`src/rtl/mips_muldiv_unit.sv`:
```
// mips_muldiv_unit: iterative MULT/MULTU/DIV/DIVU engine owning the HI/LO pair, with start/busy/done handshake.
module mips_muldiv_unit #(
  parameter int LENGTH = 32
) (
  input  logic              i_clk,
  input  logic              i_rst_n,
  input  logic              i_start,
  input  logic [1:0]        i_op,
  input  logic [LENGTH-1:0] i_a,
  input  logic [LENGTH-1:0] i_b,
  input  logic              i_flush,
  input  logic              i_mthi,
  input  logic              i_mtlo,
  output logic              o_busy,
  output logic              o_done,
  output logic              o_div_by_zero,
  output logic [LENGTH-1:0] o_hi,
  output logic [LENGTH-1:0] o_lo
);
  localparam int CW = $clog2(LENGTH + 1);
  typedef enum logic [1:0] {IDLE, CALC, FIX} state_t;
  state_t state;
  logic [CW-1:0] cnt;
  logic is_div, zero, ab_sign, r_sign, sgn_op, b_zero;
  logic [LENGTH-1:0] mcand, mag_a, mag_b, quo_fix, rem_fix;
  logic [2*LENGTH-1:0] acc, prod_fix;
  logic [LENGTH:0] rem, add_sum, rem_sh;
  logic [LENGTH+1:0] trial;
  always_comb begin
    sgn_op = ~i_op[0];
    b_zero = i_op[1] && (i_b == '0);
    mag_a = (sgn_op && i_a[LENGTH-1]) ? -i_a : i_a;
    mag_b = (sgn_op && i_b[LENGTH-1]) ? -i_b : i_b;
    add_sum = {1'b0, acc[2*LENGTH-1:LENGTH]} + {1'b0, mcand & {LENGTH{acc[0]}}};
    rem_sh = {rem[LENGTH-1:0], acc[LENGTH-1]};
    trial = {1'b0, rem_sh} - {2'b0, mcand};
    prod_fix = ab_sign ? -acc : acc;
    quo_fix = ab_sign ? -acc[LENGTH-1:0] : acc[LENGTH-1:0];
    rem_fix = r_sign ? -rem[LENGTH-1:0] : rem[LENGTH-1:0];
  end
  // acc holds {partial product, multiplier} for multiply and the dividend/quotient shifter for divide
  always_ff @(posedge i_clk or negedge i_rst_n) begin
    if (!i_rst_n) begin
      state <= IDLE;
      cnt <= '0;
      is_div <= 1'b0;
      zero <= 1'b0;
      ab_sign <= 1'b0;
      r_sign <= 1'b0;
      mcand <= '0;
      acc <= '0;
      rem <= '0;
      o_busy <= 1'b0;
      o_done <= 1'b0;
      o_div_by_zero <= 1'b0;
      o_hi <= '0;
      o_lo <= '0;
    end else begin
      o_done <= 1'b0;
      o_div_by_zero <= 1'b0;
      case (state)
        IDLE: begin
          if (i_start && !i_flush) begin
            is_div <= i_op[1];
            zero <= b_zero;
            ab_sign <= sgn_op & (i_a[LENGTH-1] ^ i_b[LENGTH-1]);
            r_sign <= sgn_op & i_a[LENGTH-1];
            mcand <= i_op[1] ? mag_b : mag_a;
            acc <= {{LENGTH{1'b0}}, i_op[1] ? mag_a : mag_b};
            rem <= '0;
            cnt <= '0;
            o_busy <= 1'b1;
            state <= b_zero ? FIX : CALC;
          end else if (!i_start) begin
            if (i_mthi) o_hi <= i_a;
            if (i_mtlo) o_lo <= i_a;
          end
        end
        CALC: begin
          if (i_flush) begin
            o_busy <= 1'b0;
            state <= IDLE;
          end else begin
            cnt <= cnt + CW'(1);
            if (is_div) begin
              rem <= trial[LENGTH+1] ? rem_sh : trial[LENGTH:0];
              acc[LENGTH-1:0] <= {acc[LENGTH-2:0], ~trial[LENGTH+1]};
            end else begin
              acc <= {add_sum, acc[LENGTH-1:1]};
            end
            if (cnt == CW'(LENGTH - 1)) state <= FIX;
          end
        end
        FIX: begin
          o_busy <= 1'b0;
          state <= IDLE;
          if (!i_flush) begin
            o_done <= 1'b1;
            o_div_by_zero <= zero;
            if (!zero) begin
              o_hi <= is_div ? rem_fix : prod_fix[2*LENGTH-1:LENGTH];
              o_lo <= is_div ? quo_fix : prod_fix[LENGTH-1:0];
            end
          end
        end
        default: begin
          o_busy <= 1'b0;
          state <= IDLE;
        end
      endcase
    end
  end
endmodule

```
`config.mk`:
```
export PLATFORM = sky130hd
export DESIGN_NAME = mips_muldiv_unit
export DESIGN_NICKNAME = d
export VERILOG_FILES = /design/src/rtl/mips_muldiv_unit.sv
export SDC_FILE = /design/constraint.sdc
export NUM_CORES = 1
export LEC_CHECK = 0
export CAP_MARGIN = 10
export CORE_UTILIZATION = 30
export CTS_CLUSTER_SIZE = 10
export DETAILED_ROUTE_END_ITERATION = 8
export SLEW_MARGIN = 20
export SYNTH_ARGS = -nofsm -noshare
export SYNTH_HDL_FRONTEND = slang
export SYNTH_SLANG_ARGS = --single-unit
```
`constraint.sdc`:
```
create_clock -name i_clk -period 6.1 [get_ports i_clk]
set_input_delay 1.83 -clock i_clk [delete_from_list [all_inputs] [get_ports i_clk]]
set_output_delay 1.83 -clock i_clk [all_outputs]
set_load 0.03 [all_outputs]
```
# [Word-level counts from Yosys, hierarchy flattened]
# Index checks and enable logic that the tools add are counted.
[totals] reg_bits=207 latch_bits=0 ram_bits=0 romBits=0 input_bits=72 output_inout_bits=67 wordCells=107 mem_count=0
[op_classes] n_addsub=8 n_mul=0 div=0 magnitude_cmp=0 n_eq_ne=15 shifts=0 mux=46 bitwise_logic=6 n_reduce_logical=17
[op_table] cell="two-way mux 32 bit" count=24
[op_table] cell="two-way mux 64 bit" count=3
[op_table] cell="case mux 32 bit (2 select lines)" count=3
[op_table] cell="negator 32 bit" count=4
[op_table] cell="case mux 64 bit (2 select lines)" count=1
[op_table] cell="negator 64 bit" count=1
[op_table] cell="subtractor 33 x 32 -> 34 bit" count=1
[op_table] cell="adder 32 x 32 -> 33 bit" count=1
[op_table] cell="AND 32 bit" count=1
[op_table] cell="logical NOT 32 bit" count=1
[op_table] cell="inequality test 2 bit, second input constant" count=11
[op_table] cell="two-way mux 6 bit" count=2
[op_table] cell="case mux 6 bit (2 select lines)" count=1
[op_table] cell="AND reduction 6 bit" count=2
[op_table] cell="two-way mux 2 bit" count=4
[op_table] cell="AND reduction 4 bit" count=2
[op_table] cell="adder 6 x 1 -> 6 bit, second input constant" count=1
[op_table] cell="equality test 6 x 5 -> 1 bit, second input constant" count=1
[op_table] cell="two-way mux 1 bit" count=6
[op_table] cell="AND reduction 2 bit" count=3
[op_table] cell="logical AND 1 bit" count=4
[op_table] cell="case mux 2 bit (2 select lines)" count=1
[op_table] cell="nonzero test 2 bit" count=2
[op_table] cell="inequality test 3 bit, second input constant" count=1
[op_table] cell="other kinds (9)" count=11

# [Logic depth before layout (Yosys ltp)]
# Gate-level depths: netlist of the first run.
[logic_depth] ltp_word=6 depth_mapped=14 mapped_depth_nobuf=13

# [Worst setup path before layout of the first run]
# No wires, ideal clock.
[synth_path] path_kind="in2reg" start="input port i_b[21]" end="register acc[31]" setup_time_ps=104 arrival_ps=4145 required_time_ps=5996 slack_ps=1851 cell_stages=9 path_buffers=0 cell_sequence="or4_1 > or3_1 > or3_1 > nor4_1 > nand2b_1 > nor3_1 > o21ai_0 > mux2_2 > a221oi_1"
[synth_between] elab_chain_cells=5
[synth_rtl] element="from (decl)" line="10" source="input logic [LENGTH-1:0] i_b,"
[synth_rtl] element="negator 32 bit" line="33" source="mag_b = (sgn_op && i_b[LENGTH-1]) ? -i_b : i_b;"
[synth_rtl] element="two-way mux 32 bit" line="33"
[synth_rtl] element="two-way mux 32 bit" line="69" source="acc <= {{LENGTH{1'b0}}, i_op[1] ? mag_a : mag_b};"
[synth_rtl] element="two-way mux 64 bit" line="63" source="if (i_start && !i_flush) begin"
[synth_rtl] element="case mux 64 bit (2 select lines)" line="61" source="case (state)"
[synth_rtl] element="to (signal assigned)" line="69"
[synth_rtl] element="to (signal, indexed assignment)" line="87" source="acc[LENGTH-1:0] <= {acc[LENGTH-2:0], ~trial[LENGTH+1]};"
[synth_rtl] element="to (signal assigned)" line="89" source="acc <= {add_sum, acc[LENGTH-1:1]};"
[synth_rtl] element="to (decl)" line="26" source="logic [2*LENGTH-1:0] acc, prod_fix;"
# Every way passes these cells. The select of a mux whose other input is x is not followed.
# A chain may end at the register's enable or synchronous reset.

# [Final worst setup path of the first run]
[layout_path] start="input port i_a[0]" end="register mcand[30]"
[layout_between] elab_chain_cells=3
[layout_rtl] element="from (decl)" line="9" source="input logic [LENGTH-1:0] i_a,"
[layout_rtl] element="negator 32 bit" line="32" source="mag_a = (sgn_op && i_a[LENGTH-1]) ? -i_a : i_a;"
[layout_rtl] element="two-way mux 32 bit" line="32"
[layout_rtl] element="two-way mux 32 bit" line="68" source="mcand <= i_op[1] ? mag_b : mag_a;"
[layout_rtl] element="to (signal assigned)" line="68"
[layout_rtl] element="to (decl)" line="25" source="logic [LENGTH-1:0] mcand, mag_a, mag_b, quo_fix, rem_fix;"
# Every way passes these cells.

==> results of run 1 <==
registers in the layout (all words and copies together), names as in the netlist:
register       count
o_busy             1
o_div_by_zero      1
r_sign             1
is_div             1
mcand             32
o_done             1
o_hi              32
state              2
o_lo              32
acc               64
zero               1
ab_sign            1
cnt                6
rem               32
stage by stage:
stage / power (W) / worst slack, ns / cells / area [µm²] / hold WS [ns]
detailed placement: 0.00397 / 0.835 / 2897 / 18700 / 0.470
global placement: 0.00394 / 0.809 / 2897 / 18700 / 0.462
floorplan: 0.00320 / 1.85 / 2121 / 16700 / 0.450
CTS: 0.00552 / 1.39 / 2944 / 19500 / 0.482
finish: 0.00552 / 1.33 / 2944 / 19500 / 0.480
global route: 0.00581 / 1.08 / 2944 / 19500 / 0.504
critical path: stages:
cell and delay [ns]:
clkdlybuf4s50_1 0.40, buf_4 0.17, inv_1 0.06, ha_1 0.16, or3b_2 0.48, or4_1 0.56, nor2b_1 0.49, nand3_1 0.28
o21ai_0 0.26, xor2_1 0.23, nand2_1 0.08, o211ai_1 0.11, o21ai_0 0.10
kinds of logic (layout without fill, tap and decap cells):
kind of cell / Yosys count / after routing
AO/OA/AOI/OAI: 708 / 708
AND/OR/NAND/NOR: 677 / 677
flip-flops: 207 / 207
buffers and inverters: 200 / 284
XOR/XNOR: 198 / 198
adder cells (fa/ha/maj): 71 / 71
multiplexers: 60 / 60
power by group through the flow:
stage / registers (W) / clock network [W] / logic (W)
after floorplan: 0.00192 / 0 / 0.00128
after global placement: 0.00194 / 0 / 0.00201
after detailed placement: 0.00195 / 0 / 0.00203
after CTS: 0.00192 / 0.00156 / 0.00204
after global routing: 0.00196 / 0.00161 / 0.00225
final: 0.00193 / 0.00154 / 0.00206
area by class of cell:
class                      instances  area [µm²]  share of cell area [%]
tap                              739         925                    4.73
inverter                          65         244                    1.25
clock inverter                     6        61.3                   0.314
multi-input combinational       1714       10700                    54.9
timing repair buffer             172        1650                    8.43
sequential                       207        5180                    26.5
clock buffer                      41         758                    3.88
per-layer routing:
layer / track usage (%) / share of wire, % / routed length (µm)
met2: 32.6 / 42 / 26300
met4: 9.62 / 4.5 / 2780
met1: 30.9 / 45 / 27800
met3: 3.14 / 8.2 / 5100
met5: 0 / 0.040 / 25
cell usage after synthesis, types with 9 or more instances:
cell type	count
o211ai_1	17
dfrtp_1	207
nor3_1	37
o41ai_1	23
o221ai_1	11
buf_1	10
nor2_1	173
nor2b_1	17
ha_1	69
a21o_1	23
o21a_1	9
xor2_1	87
xnor2_1	111
nand2b_1	26
o21ai_0	248
mux2_2	9
or4_1	17
nand2_1	282
and2_1	16
a21oi_1	184
a211oi_1	17
mux2i_1	50
nor4_1	10
and3_1	10
clkbuf_1	122
nand3_1	25
o31ai_1	42
nand4_1	9
or3_1	31
a21boi_0	20
inv_1	64
o21bai_1	11
a22o_1	15
a31oi_1	21
worst paths after layout:
check	depth (start not counted)	start	slack, ns	end
worst max-delay path	13	i_a[0]	1.33	mcand[30]
worst min-delay path	2	o_hi[2]	0.48	o_hi[2]
worst max register to register	13	acc[0]	1.77	acc[62]
worst min register to register	2	o_hi[2]	0.48	o_hi[2]
max in group asynchronous	2	i_rst_n	3.69	o_lo[5]
min in group asynchronous	1	i_rst_n	1.26	cnt[5]
==> results.yml, run 1 <==
synth:
  edff_count_synth: 0
  netlist_top_cells_area: "dfrtp_1 31%, o21ai_0 7.5%, nand2_1 6.4%, xnor2_1 5.8%, a21oi_1 5.5%"
  synth_largest_area_cell: "dfrtp_1"
  synth_compound_area_share_pct: 26.1
  synth.top_cell.area_share_pct: 31.1
  distinct_cell_type_count_after_synthesis: 75
  postSynth.asyncResetShare_pct: 100
  postSynthRegisterBits: 207
  post_synth_fa_ha_maj_area_fraction_pct: 5.42
  post_synth_xor_area_fraction_pct: 10.4
  synth_sequential_area_ratio_pct: 31.1
  dominantRegCellSynth: "dfrtp_1"
  postSynthCellCount: 2121
  syn-num-nets: 2264
  yosys.area_share.simple_pct: 18.7
  synth-warning-count: 0
  syn-cell-area_mm2: 0.0167
  main_combinational_cell_family_by_area_after_synthesis: "compound AO/OA/AOI/OAI gates"
  synth_mux_area_share_pct: 3.70
  post_synth.cell_area_avg_um2: 7.85
sta:
  maxSlewViolCount: 0
  final_period_minus_worst_setup_slack_ns: 4.77
  finalClockSkew_ns: 0.0269
  achievable_freq_mhz: 209
  setup-tns-final_ns: 0
  unrepaired_setup_endpoints_after_global_routing: "false"
  layout_worst_path_cycle_share_pct: 78.3
  timing.final.setup_violations: 0
  worst_pin_slew_ns: 1.01
  hold_violations: 0
  maxSlewHeadroom_pct: 31.6
global_routing:
  grt_pass1_wl_um: 94400
  grt_antenna_before_repair: 2
  grt_pass1_vias: 15200
  grt.overflow.total: 0
  grt_util_all_layers_pct: 21.8
  grt_start_max_net_pins: 89
pwr:
  p_clk_share_pct: 27.8
  p_seq_share_pct: 35.0
  cell_internal_power_w: 0.00328
  worst_supply_voltage_drop_on_vdd_mv: 0.227
  power.density_mw_per_mm2: 283
  power_leakage_nw: 8.10
  power.combinational.fraction_pct: 37.2
  power.share.switching_pct: 40.6
  total_switching_power_w: 0.00224
setup_path:
  critPathCaptureType: "flop"
  arrival_time_of_data_at_the_critical_path_endpoint_ns: 5.22
  kind_of_critical_path: "primary input to flop"
  worst_ep_required_time_ns: 6.54
  crit_path_start_kind: "primary input"
  crit_path_max_fanout: 6
run_status:
  outcome: "completed"
detailed_routing:
  drt.antenna.violating_nets: 0
  avgRoutedWirePerCell_um: 21.1
  first_pass_iters: 5
  via_count: 16200
  drt_first_iter_violations: 1753
  routed_via_density: 5.52
  routed_wl_um: 62100
  route.detailed.drc: 0
final_layout:
  num_antenna_cells: 0
  layout.cells.most_common_list: "282 x nand2_1, 248 x o21ai_0, 205 x dfrtp_1"
  nets: 2330
  mostFrequentLayoutCell: "nand2_1"
  drive_above_1_share_pct: 5.03
  fin_util_pct: 36.0
  filler_cell_count: 5587
  areaGrowthSynthToFinish_pct: 17.4
cts:
  cts.htree.levels: 1
  cts_root_buf: "clkbuf_16"
  post_cts_resize_count: 0
  cts_hold_repair.buffers: 0
  cts_sinks: 207
  tritoncts: "done"
  cts-buffers-inserted: 27
  clock_insertion_delay_worst_skew_ns: 0.57
  post_cts_setup_buffers: 0
  cts_max_path_buffers: 3
  clk_pin_slew_worst_paths_ns: 0.06
die:
  top_level_ports: 139
  die_width_um: 238
  placementRows: 85
  die_ar_mm2: 0.0565
  die_height_um: 238
  fp.coreArea_mm2: 0.0543
  initial_core_util_pct: 30.6
run:
  timing.max_cap.violations: 0
placed_design:
  gp_congestion: 0.955
  port-buffer-count: 138
  dpl.hpwl_um: 48300
hold_path:
  worstHoldPathType: "flop to flop"
(Power assumes the default switching activity.)
==> run 2, diff against run 1 <==
==> constraint.sdc (replaced) <==
create_clock -name i_clk -period 4.2 [get_ports i_clk]
set_input_delay 1.26 -clock i_clk [delete_from_list [all_inputs] [get_ports i_clk]]
set_output_delay 1.26 -clock i_clk [all_outputs]
set_load 0.03 [all_outputs]
==> run 2 against run 1 <==
Net effect:
- sequential power grew 46%
- critical path depth decreased by 1
- clock skew decreased by 0.0092 ns
- hold slack worse by 0.0028 ns
- sequential share of layout area fell by 0.70 points
- clock-buffer cell count is 8 lower
- die area unchanged
- non-clock buffer count rose by 69
- combinational power grew 49%
- register-to-register slack worse by 1.2 ns
- final cell count grew 2.0%
- design area increased by 2.7%
==> results.yml, run 2 (synthesized netlist as in run 1, its figures left out) <==
run_status:
  outcome: "completed"
pwr:
  p_seq_share_pct: 34.6
  power.share.switching_pct: 40.1
  power.density_mw_per_mm2: 405
  cell_internal_power_w: 0.00487
  power_leakage_nw: 8.43
  total_switching_power_w: 0.00326
  worst_supply_voltage_drop_on_vdd_mv: 0.255
  power.combinational.fraction_pct: 37.8
  design_power_total_w: 0.00813
  p_clk_share_pct: 27.6
setup_path:
  crit_path_start_kind: "primary input"
  arrival_time_of_data_at_the_critical_path_endpoint_ns: 4.40
  critPathSlowestCell: "or4_1"
  crit_path_max_fanout: 4
  worst_ep_required_time_ns: 4.68
  kind_of_critical_path: "primary input to flop"
  critical-path-max-stage-delay_ns: 0.54
  critPathCaptureType: "flop"
  crit_family: "simple AND/OR/NAND/NOR gates"
  critical_path_buf_inv_count: 3
  crit_path_cell_trace: "clkdlybuf4s50_1 -> inv_1 -> ha_1 -> or3b_2 -> or4_1 -> nor2b_1 -> nand3_1 -> buf_4 -> o21ai_0 -> xnor2_1 -> o221ai_1 -> a21oi_1"
  rrSetupSlack_ns: 0.55
sta:
  finalClockSkew_ns: 0.0178
  timing.final.setup_violations: 0
  achievable_freq_mhz: 255
  hold_violations: 0
  worst_pin_slew_ns: 1.03
  final_period_minus_worst_setup_slack_ns: 3.92
  unrepaired_setup_endpoints_after_global_routing: "false"
  maxSlewViolCount: 0
  maxSlewHeadroom_pct: 31.6
  layout_worst_path_cycle_share_pct: 93.3
hold_path:
  worstHoldPathType: "flop to flop"
global_routing:
  grt_util_all_layers_pct: 22.5
  grt_start_max_net_pins: 85
  grt.overflow.total: 0
  grt_pass1_wl_um: 97800
  grt_antenna_before_repair: 1
  grt_pass1_vias: 15700
cts:
  cts_root_buf: "clkbuf_16"
  post_cts_setup_buffers: 0
  post_cts_resize_count: 0
  cts_max_path_buffers: 3
  cts_hold_repair.buffers: 0
  cts_sinks: 207
  cts.htree.levels: 1
  clk_pin_slew_worst_paths_ns: 0.06
  tritoncts: "done"
  cts-buffers-inserted: 26
  clock_insertion_delay_worst_skew_ns: 0.56
placed_design:
  dpl-instance-area_mm2: 0.0193
  gp_congestion: 0.945
  port-buffer-count: 138
  dpl.hpwl_um: 51100
detailed_routing:
  drt.antenna.violating_nets: 0
  drt_first_iter_violations: 1476
  routed_wl_um: 64200
  via_count: 16500
  first_pass_iters: 5
  route.detailed.drc: 0
  routed_via_density: 5.50
  avgRoutedWirePerCell_um: 21.4
final_layout:
  areaGrowthSynthToFinish_pct: 20.5
  layout.cells.most_common_list: "282 x nand2_1, 248 x o21ai_0, 205 x dfrtp_1"
  drive_above_1_share_pct: 7.81
  fin_area_mm2: 0.0201
  num_antenna_cells: 0
  top_register: "acc"
  nets: 2398
  filler_cell_count: 5617
  mostFrequentLayoutCell: "nand2_1"
  multiInputGateArea_mm2: 0.0107
  largest_register_ffs: 64
  ff_latch_area_mm2: 0.00518
die:
  initial_core_util_pct: 30.6
  die_height_um: 238
  placementRows: 85
  die_width_um: 238
  die_ar_mm2: 0.0565
  top_level_ports: 139
  fp.coreArea_mm2: 0.0543
run:
  timing.max_cap.violations: 0
[run 2: cell count changes in the layout (fill, tap and decap cells not counted), sizes merged]
cell,before,now
buf,35,104
bufinv,1,3
clkbuf,42,34
clkinv,3,2
clkinvlp,1,0
inv,66,65
[run 2: worst paths after layout]
kind | endpoint | from | depth (start not counted)
setup / recovery | acc[28] | i_a[1] | 12
hold / removal | o_lo[20] | o_lo[20] | 2
setup reg to reg | rem[28] | acc[31] | 12
hold reg to reg | o_lo[20] | o_lo[20] | 2
max in group asynchronous | acc[39] | i_rst_n | 2
min in group asynchronous | cnt[3] | i_rst_n | 1
[run 2: area by class of cell]
class	count	share of cell area [%]
Inverter	65	1.22
Tap cell	739	4.61
Clock inverter	5	0.555
Timing Repair Buffer	241	10.9
Clock buffer	33	3.47
Sequential cell	207	25.8
Multi-Input combinational cell	1714	53.5
[run 2: metal layers]
layer / part of all wire (%) / wire (µm) / track usage [%] / vias up
met5: 0 / 0 / 0 / -
met4: 4.8 / 3100 / 10.3 / 0
met3: 6.7 / 4270 / 2.33 / 102
met2: 43 / 27400 / 34.2 / 641
met1: 46 / 29400 / 32.1 / 7937
li1: - / - / - / 7851
[run 2: power groups by stage]
stage | clock [W] | combinational, W | sequential (W)
4_1_cts | 0.00228 | 0.00305 | 0.00280
3_3_place_gp | 0 | 0.00300 | 0.00283
6_report | 0.00224 | 0.00307 | 0.00281
2_1_floorplan | 0 | 0.00186 | 0.00279
5_1_grt | 0.00236 | 0.00334 | 0.00286
3_5_place_dp | 0 | 0.00303 | 0.00284
[run 2: per-stage QoR]
| step | setup slack, ns | hold slack (ns) | instances | util, % | setup TNS, ns |
|---|---|---|---|---|---|
| finish | 0.280 | 0.477 | 3004 | 36.9 | 0 |
| global route | 0.0256 | 0.503 | 3004 | 36.9 | 0 |
| CTS | 0.328 | 0.484 | 3004 | 36.9 | 0 |
| detailed placement | -0.228 | 0.472 | 2966 | 35.4 | -1.68 |
| global placement | -0.150 | 0.464 | 2966 | 35.4 | -1.08 |
| floorplan | 0.521 | 0.450 | 2121 | - | 0 |
[run 2: worst reg2reg max path, delay by kind of cell (launching register included)]
family,cells,cell delay [ns]
compound gates,7,1.87
fa+ha+maj,2,0.67
flops,1,0.49
simple gates,2,0.29
buf+inv,1,0.21
